===== config.mk =====
export PLATFORM = sky130hd
export DESIGN_NAME = instr_packer_flat
export DESIGN_NICKNAME = d
export VERILOG_FILES = /design/src/rtl/instr_packer_if.sv /design/src/rtl/instr_packer.sv /design/src/flat_wrapper.sv
export SDC_FILE = /design/constraint.sdc
export NUM_CORES = 1
export LEC_CHECK = 0
export CAP_MARGIN = 5
export CORE_AREA = 10 10 118 120
export CTS_CLUSTER_SIZE = 12
export DETAILED_ROUTE_END_ITERATION = 6
export DIE_AREA = 0 0 128 130
export DONT_BUFFER_PORTS = 1
export SLEW_MARGIN = 10
export SYNTH_ARGS = -nofsm -noshare
export SYNTH_HDL_FRONTEND = slang
export SYNTH_SLANG_ARGS = --single-unit

===== constraint.sdc =====
create_clock -name clk -period 2.6 [get_ports clk]
set_input_delay 0.78 -clock clk [delete_from_list [all_inputs] [get_ports clk]]
set_output_delay 0.78 -clock clk [all_outputs]
set_load 0.005 [all_outputs]

===== src/rtl/instr_packer_if.sv =====
// instr_packer_if
//   Bundles the request handshake, the instruction-memory write port and the
//   status outputs of instr_packer.
//   master : the side issuing requests and observing memory writes (loader/bench)
//   slave  : the packer itself
//   Signals:
//     clear                       sync clear of address counter, err_count, overflow
//     in_valid / in_ready         request handshake
//     ImmSel, opcode, rd, rs1,
//     rs2, funct3, funct7, imm    decoded instruction fields
//     mem_we, mem_addr, mem_wdata instruction-memory write port
//     err, err_count, overflow    reject pulse, saturating reject count, wrap flag
interface instr_packer_if #(
  parameter int INSTR_WIDTH = 32,
  parameter int ADDR_WIDTH  = 8
);
  logic                   clear;
  logic                   in_valid;
  logic                   in_ready;
  logic [2:0]             ImmSel;
  logic [6:0]             opcode;
  logic [4:0]             rd;
  logic [4:0]             rs1;
  logic [4:0]             rs2;
  logic [2:0]             funct3;
  logic [6:0]             funct7;
  logic [INSTR_WIDTH-1:0] imm;
  logic                   mem_we;
  logic [ADDR_WIDTH-1:0]  mem_addr;
  logic [INSTR_WIDTH-1:0] mem_wdata;
  logic                   err;
  logic [7:0]             err_count;
  logic                   overflow;

  modport master (
    output clear, in_valid, ImmSel, opcode, rd, rs1, rs2, funct3, funct7, imm,
    input  in_ready, mem_we, mem_addr, mem_wdata, err, err_count, overflow
  );

  modport slave (
    input  clear, in_valid, ImmSel, opcode, rd, rs1, rs2, funct3, funct7, imm,
    output in_ready, mem_we, mem_addr, mem_wdata, err, err_count, overflow
  );
endinterface


===== src/rtl/instr_packer.sv =====
// instr_packer
//   Packs decoded RV32 instruction fields plus a full-width immediate into a
//   32-bit instruction word, rejects immediates that the chosen format cannot
//   represent, and writes accepted words to instruction memory at an
//   auto-incrementing word address.
//   Ports:
//     clk    clock
//     rst_n  asynchronous active-low reset
//     bus    instr_packer_if.slave (request fields, handshake, memory write
//            port, err pulse, err_count, overflow)
//   Flow: IDLE (accept) -> ENC (pack + legality) -> WR (write or reject).
module instr_packer #(
  parameter int INSTR_WIDTH = 32,
  parameter int ADDR_WIDTH  = 8
) (
  input logic           clk,
  input logic           rst_n,
  instr_packer_if.slave bus
);

  typedef enum logic [1:0] {
    IDLE = 2'd0,
    ENC  = 2'd1,
    WR   = 2'd2
  } state_t;

  state_t                 state;
  logic [2:0]             sel_q;
  logic [6:0]             opcode_q;
  logic [4:0]             rd_q;
  logic [4:0]             rs1_q;
  logic [4:0]             rs2_q;
  logic [2:0]             funct3_q;
  logic [6:0]             funct7_q;
  logic [INSTR_WIDTH-1:0] imm_q;
  logic                   we_q;
  logic                   err_q;
  logic [ADDR_WIDTH-1:0]  addr_q;
  logic [INSTR_WIDTH-1:0] wdata_q;
  logic [7:0]             err_cnt_q;
  logic                   ovf_q;

  logic [INSTR_WIDTH-1:0] packed_word;
  logic                   legal;

  // Format-specific bit scatter and representability check on the captured
  // fields. "All equal" over an upper slice means the value is the sign
  // extension of the bits the format actually stores.
  always_comb begin
    packed_word = '0;
    legal       = 1'b0;
    case (sel_q)
      3'b000: begin
        packed_word = {imm_q[11:0], rs1_q, funct3_q, rd_q, opcode_q};
        legal       = (&imm_q[31:11]) | ~(|imm_q[31:11]);
      end
      3'b001: begin
        packed_word = {imm_q[11:5], rs2_q, rs1_q, funct3_q, imm_q[4:0], opcode_q};
        legal       = (&imm_q[31:11]) | ~(|imm_q[31:11]);
      end
      3'b010: begin
        packed_word = {imm_q[12], imm_q[10:5], rs2_q, rs1_q, funct3_q,
                       imm_q[4:1], imm_q[11], opcode_q};
        legal       = ~imm_q[0] & ((&imm_q[31:12]) | ~(|imm_q[31:12]));
      end
      3'b011: begin
        packed_word = {imm_q[31:12], rd_q, opcode_q};
        legal       = ~(|imm_q[11:0]);
      end
      3'b100: begin
        packed_word = {imm_q[20], imm_q[10:1], imm_q[11], imm_q[19:12], rd_q, opcode_q};
        legal       = ~imm_q[0] & ((&imm_q[31:20]) | ~(|imm_q[31:20]));
      end
      3'b101: begin
        packed_word = {funct7_q, rs2_q, rs1_q, funct3_q, rd_q, opcode_q};
        legal       = 1'b1;
      end
      default: begin
        packed_word = '0;
        legal       = 1'b0;
      end
    endcase
  end

  // Request FSM. mem_we/err are set on the ENC->WR edge so they are high for
  // exactly the WR cycle; in WR, mem_we itself tells whether the request was
  // legal, so the address or the reject count is updated on the WR->IDLE edge.
  // mem_wdata only changes for legal requests so it holds the last written word.
  always_ff @(posedge clk or negedge rst_n) begin
    if (!rst_n) begin
      state     <= IDLE;
      sel_q     <= '0;
      opcode_q  <= '0;
      rd_q      <= '0;
      rs1_q     <= '0;
      rs2_q     <= '0;
      funct3_q  <= '0;
      funct7_q  <= '0;
      imm_q     <= '0;
      we_q      <= 1'b0;
      err_q     <= 1'b0;
      addr_q    <= '0;
      wdata_q   <= '0;
      err_cnt_q <= '0;
      ovf_q     <= 1'b0;
    end else begin
      case (state)
        IDLE: begin
          we_q  <= 1'b0;
          err_q <= 1'b0;
          if (bus.clear) begin
            addr_q    <= '0;
            err_cnt_q <= '0;
            ovf_q     <= 1'b0;
          end else if (bus.in_valid) begin
            sel_q    <= bus.ImmSel;
            opcode_q <= bus.opcode;
            rd_q     <= bus.rd;
            rs1_q    <= bus.rs1;
            rs2_q    <= bus.rs2;
            funct3_q <= bus.funct3;
            funct7_q <= bus.funct7;
            imm_q    <= bus.imm;
            state    <= ENC;
          end
        end
        ENC: begin
          we_q  <= legal;
          err_q <= ~legal;
          if (legal) begin
            wdata_q <= packed_word;
          end
          state <= WR;
        end
        WR: begin
          we_q  <= 1'b0;
          err_q <= 1'b0;
          if (we_q) begin
            addr_q <= addr_q + 1'b1;
            if (&addr_q) begin
              ovf_q <= 1'b1;
            end
          end else if (err_cnt_q != 8'hFF) begin
            err_cnt_q <= err_cnt_q + 8'd1;
          end
          state <= IDLE;
        end
        default: begin
          we_q  <= 1'b0;
          err_q <= 1'b0;
          state <= IDLE;
        end
      endcase
    end
  end

  // Ready is gated by rst_n so the block never advertises ready while held in reset.
  assign bus.in_ready  = (state == IDLE) && !bus.clear && rst_n;
  assign bus.mem_we    = we_q;
  assign bus.err       = err_q;
  assign bus.mem_addr  = addr_q;
  assign bus.mem_wdata = wdata_q;
  assign bus.err_count = err_cnt_q;
  assign bus.overflow  = ovf_q;

endmodule


===== src/flat_wrapper.sv =====
// flat-port wrapper written by rule: the top's interface ports become plain ports
module instr_packer_flat 
#(
  parameter int INSTR_WIDTH = 32,
  parameter int ADDR_WIDTH  = 8
)
  (clk, rst_n, bus_clear, bus_in_valid, bus_ImmSel, bus_opcode, bus_rd, bus_rs1, bus_rs2, bus_funct3, bus_funct7, bus_imm, bus_in_ready, bus_mem_we, bus_mem_addr, bus_mem_wdata, bus_err, bus_err_count, bus_overflow);
  instr_packer_if #(.INSTR_WIDTH(INSTR_WIDTH), .ADDR_WIDTH(ADDR_WIDTH)) bus_i ();
  input logic clk;
  input logic rst_n;
  input wire logic [$bits(bus_i.clear)-1:0] bus_clear;
  input wire logic [$bits(bus_i.in_valid)-1:0] bus_in_valid;
  input wire logic [$bits(bus_i.ImmSel)-1:0] bus_ImmSel;
  input wire logic [$bits(bus_i.opcode)-1:0] bus_opcode;
  input wire logic [$bits(bus_i.rd)-1:0] bus_rd;
  input wire logic [$bits(bus_i.rs1)-1:0] bus_rs1;
  input wire logic [$bits(bus_i.rs2)-1:0] bus_rs2;
  input wire logic [$bits(bus_i.funct3)-1:0] bus_funct3;
  input wire logic [$bits(bus_i.funct7)-1:0] bus_funct7;
  input wire logic [$bits(bus_i.imm)-1:0] bus_imm;
  output wire logic [$bits(bus_i.in_ready)-1:0] bus_in_ready;
  output wire logic [$bits(bus_i.mem_we)-1:0] bus_mem_we;
  output wire logic [$bits(bus_i.mem_addr)-1:0] bus_mem_addr;
  output wire logic [$bits(bus_i.mem_wdata)-1:0] bus_mem_wdata;
  output wire logic [$bits(bus_i.err)-1:0] bus_err;
  output wire logic [$bits(bus_i.err_count)-1:0] bus_err_count;
  output wire logic [$bits(bus_i.overflow)-1:0] bus_overflow;
  assign bus_i.clear = bus_clear;
  assign bus_i.in_valid = bus_in_valid;
  assign bus_i.ImmSel = bus_ImmSel;
  assign bus_i.opcode = bus_opcode;
  assign bus_i.rd = bus_rd;
  assign bus_i.rs1 = bus_rs1;
  assign bus_i.rs2 = bus_rs2;
  assign bus_i.funct3 = bus_funct3;
  assign bus_i.funct7 = bus_funct7;
  assign bus_i.imm = bus_imm;
  assign bus_in_ready = bus_i.in_ready;
  assign bus_mem_we = bus_i.mem_we;
  assign bus_mem_addr = bus_i.mem_addr;
  assign bus_mem_wdata = bus_i.mem_wdata;
  assign bus_err = bus_i.err;
  assign bus_err_count = bus_i.err_count;
  assign bus_overflow = bus_i.overflow;
  instr_packer #(.INSTR_WIDTH(INSTR_WIDTH), .ADDR_WIDTH(ADDR_WIDTH)) u_core (.clk(clk), .rst_n(rst_n), .bus(bus_i));
endmodule

Word level (Yosys, flattened, before mapping)
Cells that the tools add are included.

storage, ports and cells
  register bits after elaboration = 120
  latch bits = 0
  memory bits (writable) = 0
  bits in read-only memories = 0
  bits of input ports = 71
  output and inout port bits = 52
  logic and storage cells = 82
  memories = 0

operators by class
  $add $sub $neg = 2
  multipliers = 0
  divide/modulo/power cells = 0
  magnitude comparators = 0
  eq/ne operators = 15
  shift-type cells = 0
  mux-type cells = 17
  bitwise logic cells = 12
  reduce and logical (&&, ||, !) cells = 21

operators by type and width
  cell                                                    count
  one-hot mux 32 bit (6 select lines)                     1
  2-to-1 mux 8 bit                                        4
  one-hot mux 8 bit (2 select lines)                      2
  OR reduction 12 bit                                     2
  AND reduction 21 bit                                    1
  OR reduction 21 bit                                     1
  AND reduction 20 bit                                    1
  OR reduction 20 bit                                     1
  adder 8 x 1 -> 8 bit (second input constant)            2
  AND reduction 12 bit                                    1
  inequality test 2 bit (second input constant)           4
  inequality test 8 bit (second input constant)           1
  AND reduction 4 bit                                     2
  AND reduction 8 bit                                     1
  NOT 1 bit                                               7
  equality test 3 x 2 -> 1 bit (second input constant)    2
  equality test 3 bit (second input constant)             2
  inequality test 2 x 1 -> 1 bit (second input constant)  3
  AND reduction 3 bit                                     2
  2-to-1 mux 1 bit                                        5
  one-hot mux 1 bit (5 select lines)                      1
  2-to-1 mux 2 bit                                        2
  one-hot mux 2 bit (2 select lines)                      1
  AND reduction 2 bit                                     2
  other kinds (12)                                        16

Longest topological paths before layout
Gate-level depths: netlist of the first run.

  word-level depth = 7
  depth in mapped cells = 8
  gate-level depth less buffers = 6

Least setup slack after synthesis of the first run
Ideal clock, no wire load.

  kind = register -> register
  start point = reg u_core.imm_q[27]
  end point = reg u_core.wdata_q[10] (netlist: u_core.bus.mem_wdata[10])
  setup time = 0.125 ns
  data arrival time = 1.883 ns
  required time = 2.475 ns
  slack = 0.592 ns
  cell stages (with the launch flop) = 8
  path buffers = 1
  clock period less this slack = 2.008 ns
  cell sequence = dfrtp_1 -> nor4_1 -> nand3_1 -> nor4b_2 -> a221oi_2 -> a21boi_4 -> buf_6 -> mux2_4

between the ends
  longest elaborated chain between the ends = 6
  elaborated cells between the ends (all ways) = 16
  classes of those cells = 1 x mux; 8 x bitwise; 7 x reduce/logical

RTL lines
  item                                                               line                                    source
  start: declaration                                                 instr_packer.sv:35                      logic [INSTR_WIDTH-1:0] imm_q;
  start signal: assignment                                           instr_packer.sv:123                     imm_q <= bus.imm;
  OR reduction 20 bit / OR reduction 12 bit (equally long branches)  instr_packer.sv:64, instr_packer.sv:72
  NOT 1 bit, on equally long branches                                instr_packer.sv:64, instr_packer.sv:72
  bitwise OR 1 bit, on equally long branches                         instr_packer.sv:64, instr_packer.sv:72
  bitwise AND 1 bit, on equally long branches                        instr_packer.sv:64, instr_packer.sv:72
  one-hot mux 1 bit (5 select lines) (*)                             instr_packer.sv:52                      case (sel_q)
  AND reduction 2 bit (no line) (*)                                  -
  end signal: assignment                                             instr_packer.sv:131                     wdata_q <= packed_word;
  end: declaration                                                   instr_packer.sv:39                      logic [INSTR_WIDTH-1:0] wdata_q;

Mark *: on every way between the ends. The rest lies on a longest branch, timed or not.
A chain may end at the register's enable or synchronous reset.

Worst setup path after layout of the first run
  start point = reg u_core.imm_q[23]
  end point = reg u_core.wdata_q[0] (netlist: u_core.bus.mem_wdata[0])

The elaborated chain is that of the path after synthesis.

==> results of run 1 <==
==> registers in the layout, summed over array words and instances (netlist names), 5 cells and up <==
register and flops:
u_core.bus.err_count 8, u_core.bus.mem_wdata 32, u_core.imm_q 32, u_core.opcode_q 7, u_core.rs1_q 5, u_core.bus.mem_addr 8, u_core.rd_q 5, u_core.funct7_q 7
u_core.rs2_q 5
==> critical path, stage by stage, from the launching register on <==
cell and delay, ns:
dfrtp_1 0.41, nor4_1 0.40, nand3_1 0.19, nor4b_2 0.30, a221oi_2 0.09, a21boi_4 0.22, buf_12 0.23, mux2_2 0.35
==> power groups by stage <==
stage                     clock, uW  sequential (uW)  combinational, uW
after CTS                      2730             2800               1160
after global placement            0             2800               1130
after detailed placement          0             2820               1160
final                          2680             2780               1160
after global routing           2810             2850               1270
after floorplan                   0             2620               1010
==> area by class of cell <==
type	count	area, um^2
clock inverter	12	221
fill	1008	5200
inverter	5	18.8
clock buffer	20	457
tap	147	184
sequential	120	3000
multi-input combinational	301	2520
timing repair buffer	11	108
==> synth_stat cells (7+ instances only) <==
cell type	instances	area share (%)
nand4_1	8	0.88
a22oi_1	12	1.6
clkbuf_1	14	0.93
a22o_1	8	1.2
nor2_1	21	1.4
o22ai_1	7	0.77
nand2_1	23	1.5
mux2_4	29	7.7
a211oi_1	12	1.6
nor2b_1	7	0.77
mux2_2	71	14
buf_2	9	0.79
o21ai_0	9	0.79
a21oi_1	25	2.2
dfrtp_1	120	53
a221oi_1	9	1.4
==> worst paths after layout <==
| path | start | to | slack (ns) | depth (start not counted) |
|---|---|---|---|---|
| worst min-delay path | rst_n | u_core.bus.mem_addr[5] | 0.06 | 0 |
| worst min register to register | u_core.opcode_q[4] | u_core.bus.mem_wdata[4] | 0.50 | 1 |
| max in group asynchronous | rst_n | u_core.rs1_q[2] | 2.38 | 0 |
| worst max register to register | u_core.imm_q[23] | u_core.bus.mem_wdata[0] | 0.28 | 7 |
| min in group clk | bus_ImmSel[2] | u_core.sel_q[2] | 0.50 | 2 |
| worst max-delay path | u_core.imm_q[23] | u_core.bus.mem_wdata[0] | 0.28 | 7 |
==> logic make-up after synthesis <==
family | after synthesis | synth area share, %
flip-flops | 120 | 52.9
buffers and inverters | 32 | 2.71
adder cells (fa/ha/maj) | 2 | 0.441
AND/OR/NAND/NOR | 95 | 8.93
multiplexers | 104 | 22.5
XOR/XNOR | 8 | 1.23
AO/OA/AOI/OAI | 92 | 11.3
==> stage by stage <==
| stage | utilization [%] | power, uW | hold WS (ns) |
|---|---|---|---|
| 2_1_floorplan | - | 3620 | 0.475 |
| 3_3_place_gp | 49.8 | 3930 | 0.482 |
| 3_5_place_dp | 49.8 | 3980 | 0.488 |
| 4_1_cts | 55.6 | 6690 | 0.0416 |
| 5_1_grt | 55.6 | 6940 | 0.0370 |
| 6_report | 55.6 | 6620 | 0.0633 |
==> layer usage <==
metal,vias up,track usage (%),share of wire (%)
li1,1696,-,-
met1,1834,21.3,43
met2,125,26.0,47
met3,18,6.29,7.6
met4,2,6.16,1.5
met5,-,0,0.051
==> impl_metrics.py, run 1 <==
metrics = {
    "sta": {
        "rsz0062_at_grt": "no",
        "timing.final.crit_share_pct": 89.3,
        "clock_skew_ns": 0.00641,
        "slew_headroom_pct": 36.2,
        "setup_tns_ns": 0,
        "setup_viol_count_final": 0,
        "worst_slew_pin_slew_ns": 0.947,
        "fin_ws_ns": 0.279,
        "fmax_ghz": 0.431,
        "hold_viol_final": 0,
        "min_period_ns": 2.32,
        "final_max_slew_viol_count": 0,
    },
    "critical_path": {
        "cp-start-kind": "flip-flop",
        "cp.required_ns": 2.90,
        "cp_max_fo": 24,
        "timing_worst_setup_path_type": "reg2reg",
        "worstPathArrival_ns": 2.62,
        "endpoint_kind": "flip-flop",
    },
    "place": {
        "gp_congestion": 0.787,
        "place_inst": 584,
        "place_area_mm2": 0.00583,
        "pre_cts_ws_ns": 0.266,
        "numPortBuffers": 0,
        "place.detailed.hpwl_um": 9540,
    },
    "die": {
        "core_mm2": 0.0117,
        "io_pins": 123,
        "fp.dieW_um": 128,
        "rows": 40,
        "dieArea_mm2": 0.0166,
        "die_h_um": 130,
        "initial_utilization_pct": 48.5,
    },
    "drt": {
        "drc_errors": 0,
        "initialDrtViolationCount": 250,
        "ant_nets": 0,
        "wl_per_cell_um": 22.1,
        "routed_via_density": 5.97,
        "routed_wirelength_um": 13600,
        "dr.pass1.iters": 4,
        "vias": 3675,
    },
    "clock_tree": {
        "cts.clk_slew.worst_paths_ns": 0.05,
        "cts_tree": "done",
        "root_buffer": "clkbuf_16",
        "h-tree-depth": 4,
        "hold_buffers": 0,
        "worstSkewPairLatency_ns": 0.41,
        "clock-sinks": 120,
        "cts_max_path_buffers": 2,
        "post_cts_buffers": 0,
        "cts-resized-gates": 0,
        "cts_buffers": 17,
    },
    "logic_synthesis": {
        "yosys_warnings": 0,
        "synthDistinctLibCells": 49,
        "syn_area_mm2": 0.00568,
        "synth_cells": 453,
        "synth_nets": 526,
        "synth_seq_cells": 120,
        "synth_edf_count": 0,
        "avgSynthCellArea_um2": 12.5,
        "ys.flop_type": "dfrtp_1",
        "async_flop_share_pct": 100,
        "synth-seq-area-share_pct": 52.9,
    },
    "power_and_ir_drop": {
        "p_sw_uw": 1760,
        "power_density_mw_per_mm2": 1020,
        "intPower_uw": 4860,
        "p_leak_uw": 0.00272,
        "p_sw_share_pct": 26.6,
        "p_clk_share_pct": 40.5,
        "pwr-share-seq_pct": 42.0,
        "pwr-share-comb_pct": 17.5,
        "ir_worst_vdd_mv": 0.593,
    },
    "final_layout": {
        "antenna_cells": 0,
        "final_cells": 616,
        "synthToLayoutAreaGrowth_pct": 14.7,
        "stdcell_area_mm2": 0.00651,
        "mostFrequentLayoutCell": "dfrtp_1",
        "nets": 529,
        "layout-drive-gt1-share_pct": 32.4,
        "final_cell_mix": "120 x dfrtp_1, 71 x mux2_2, 29 x mux2_4, 25 x a21oi_1, 23 x nand2_1",
    },
    "job": {
        "cap_violations": 0,
    },
    "worst_hold_path": {
        "min_path_type": "in2async",
    },
    "run_status": {
        "outcome": "completed",
    },
    "global_routing": {
        "grt_antenna_before_repair": 1,
        "grt_overflow": 0,
        "grt_use_total_pct": 16.9,
        "first_global_vias": 3767,
        "grt_pass1_wl_um": 21800,
        "grt_max_degree": 122,
    },
}
(Power assumes the default switching activity.)
==> run 2, diff against run 1 <==
--- a/config.mk
+++ b/config.mk
@@ -6,11 +6,12 @@
 export NUM_CORES = 1
 export LEC_CHECK = 0
 export CAP_MARGIN = 5
-export CORE_AREA = 10 10 118 120
+export CORE_AREA = 10 10 106 108
 export CTS_CLUSTER_SIZE = 12
 export DETAILED_ROUTE_END_ITERATION = 6
-export DIE_AREA = 0 0 128 130
+export DIE_AREA = 0 0 116 118
 export DONT_BUFFER_PORTS = 1
+export PLACE_DENSITY = 0.78
 export SLEW_MARGIN = 10
 export SYNTH_ARGS = -nofsm -noshare
 export SYNTH_HDL_FRONTEND = slang
==> run 2 against run 1 <==
Net effect:
- the run now ends with hold timing left
- critical path depth did not move
- sequential cell count stayed put
- fmax shrank 3.2%
- first-iteration DRC count grew 13%
- routed wire length is 0.13% lower
- final cell count is 5.0% lower
- critical path type unchanged
- critical endpoint is now u_core.bus.mem_wdata[31]
- largest cell class unchanged
==> impl_metrics.py, run 2 (same netlist as run 1, synthesis figures left out) <==
metrics = {
    "critical_path": {
        "cpPeakStageDelay_ns": 0.43,
        "cp.buffers_inverters": 1,
        "cp.required_ns": 3.00,
        "cp_max_fo": 18,
        "path_cells": "nor4_1 > nand3_1 > nor4b_2 > a221oi_2 > a21boi_4 > buf_12 > mux2_2",
        "timing_worst_setup_path_type": "reg2reg",
        "worstPathArrival_ns": 2.80,
        "cp-start-kind": "flip-flop",
        "crit_family": "simple AND/OR/NAND/NOR gates",
        "endpoint_kind": "flip-flop",
        "cpMaxStageDelayCell": "dfrtp_1",
    },
    "clock_tree": {
        "worstSkewPairLatency_ns": 0.52,
        "cts.clk_slew.worst_paths_ns": 0.06,
        "root_buffer": "clkbuf_8",
        "cts_max_path_buffers": 2,
        "cts_buffers": 17,
        "cts-resized-gates": 0,
        "cts_tree": "done",
        "h-tree-depth": 4,
        "post_cts_buffers": 0,
        "clock-sinks": 120,
    },
    "global_routing": {
        "grt_antenna_before_repair": 1,
        "grt_max_degree": 122,
        "grt_pass1_wl_um": 21700,
        "grt_overflow": 0,
        "grt_use_total_pct": 20.1,
        "first_global_vias": 3810,
    },
    "place": {
        "gp_congestion": 0.794,
        "place_inst": 551,
        "place.detailed.hpwl_um": 9450,
        "place_area_mm2": 0.00582,
        "numPortBuffers": 0,
    },
    "sta": {
        "min_period_ns": 2.40,
        "rsz0062_at_grt": "no",
        "slew_headroom_pct": 71.9,
        "hold_viol_final": 120,
        "clock_skew_ns": 0.00943,
        "timing.final.crit_share_pct": 92.2,
        "worst_slew_pin_slew_ns": 0.422,
        "whs_ns": -0.0476,
        "final_max_slew_viol_count": 0,
        "fmax_ghz": 0.417,
        "setup_viol_count_final": 0,
        "setup_tns_ns": 0,
    },
    "run_status": {
        "outcome": "finished, violations left",
        "violations": "hold timing",
    },
    "drt": {
        "drt-met1-wl_um": 5790,
        "wl_met3_um": 1120,
        "vias": 3720,
        "dr.pass1.iters": 5,
        "top_layer_used": "met4",
        "ant_nets": 0,
        "drc_errors": 0,
        "initialDrtViolationCount": 283,
        "dr_wl_met2_um": 6470,
        "routed_wirelength_um": 13600,
        "routed_via_density": 6.36,
        "wl_per_cell_um": 23.3,
    },
    "power_and_ir_drop": {
        "p_clk_share_pct": 39.2,
        "pwr-share-comb_pct": 18.1,
        "intPower_uw": 4750,
        "power_density_mw_per_mm2": 1010,
        "ir_worst_vdd_mv": 0.686,
        "p_leak_uw": 0.00273,
        "p_sw_uw": 1780,
        "pwr-share-seq_pct": 42.6,
        "p_total_uw": 6530,
        "p_sw_share_pct": 27.2,
    },
    "final_layout": {
        "layout-drive-gt1-share_pct": 32.8,
        "mostFrequentLayoutCell": "dfrtp_1",
        "synthToLayoutAreaGrowth_pct": 14.2,
        "final_util_pct": 71.2,
        "final_cells": 585,
        "final_cell_mix": "120 x dfrtp_1, 71 x mux2_2, 29 x mux2_4, 25 x a21oi_1, 23 x nand2_1",
        "stdcell_area_mm2": 0.00648,
        "nets": 532,
    },
    "die": {
        "io_pins": 123,
        "fp.dieW_um": 116,
        "die_h_um": 118,
        "initial_utilization_pct": 62.3,
        "rows": 35,
        "dieArea_mm2": 0.0137,
        "core_mm2": 0.00911,
    },
    "worst_hold_path": {
        "min_path_type": "in2async",
    },
    "job": {
        "cap_violations": 0,
    },
}
## run 2: changes by cell type in the layout (fill, tap and decap cells not counted), sizes merged
cell and delta:
buf +3, bufinv -1, clkbuf +1, clkinvlp -1
diode +2, inv +1
## run 2: layout make-up
class                      instances  area [um^2]
antenna                            2         5.00
clock buffer                      21          459
clock inverter                    11          193
fill                             621         2630
inverter                           5         18.8
multi-input combinational        301         2520
sequential                       120         3000
tap                              111          139
timing repair buffer              14          143
## run 2: power groups by stage
stage / Sequential [uW] / Combinational, uW / Clock (uW)
2_1_floorplan: 2620 / 1010 / 0
3_3_place_gp: 2800 / 1120 / 0
3_5_place_dp: 2810 / 1170 / 0
4_1_cts: 2790 / 1180 / 2600
5_1_grt: 2850 / 1290 / 2690
6_report: 2780 / 1180 / 2560
## run 2: stage by stage
step                      hold WS, ns  worst slack (ns)
after detailed placement        0.487             0.205
final                         -0.0476             0.202
after global placement          0.482             0.306
after floorplan                 0.475             0.592
after global routing          -0.0651            0.0138
after CTS                     -0.0574             0.187
## run 2: per-layer routing
layer | vias to the layer above | GRT usage (%)
met5 | - | 0
met4 | 0 | 6.65
met3 | 25 | 7.29
met2 | 134 | 31.4
met1 | 1861 | 25.0
li1 | 1700 | -
## run 2: final timing paths
check | startpoint | to | slack [ns] | depth (start not counted)
max | u_core.imm_q[27] | u_core.bus.mem_wdata[31] | 0.20 | 7
min | rst_n | u_core.funct7_q[3] | -0.05 | 0
max reg2reg | u_core.imm_q[27] | u_core.bus.mem_wdata[31] | 0.20 | 7
min reg2reg | u_core.opcode_q[6] | u_core.bus.mem_wdata[6] | 0.50 | 1
max in group asynchronous | rst_n | u_core.bus.mem_wdata[20] | 2.49 | 0
min in group clk | bus_ImmSel[2] | u_core.sel_q[2] | 0.40 | 2
==> run 3, diff against run 2 <==
--- a/config.mk
+++ b/config.mk
@@ -16,3 +16,4 @@
 export SYNTH_ARGS = -nofsm -noshare
 export SYNTH_HDL_FRONTEND = slang
 export SYNTH_SLANG_ARGS = --single-unit
+export TNS_END_PERCENT = 10
==> results of run 3 <==
Same layout as run 2: the final DEF is identical, and so are final timing and power.
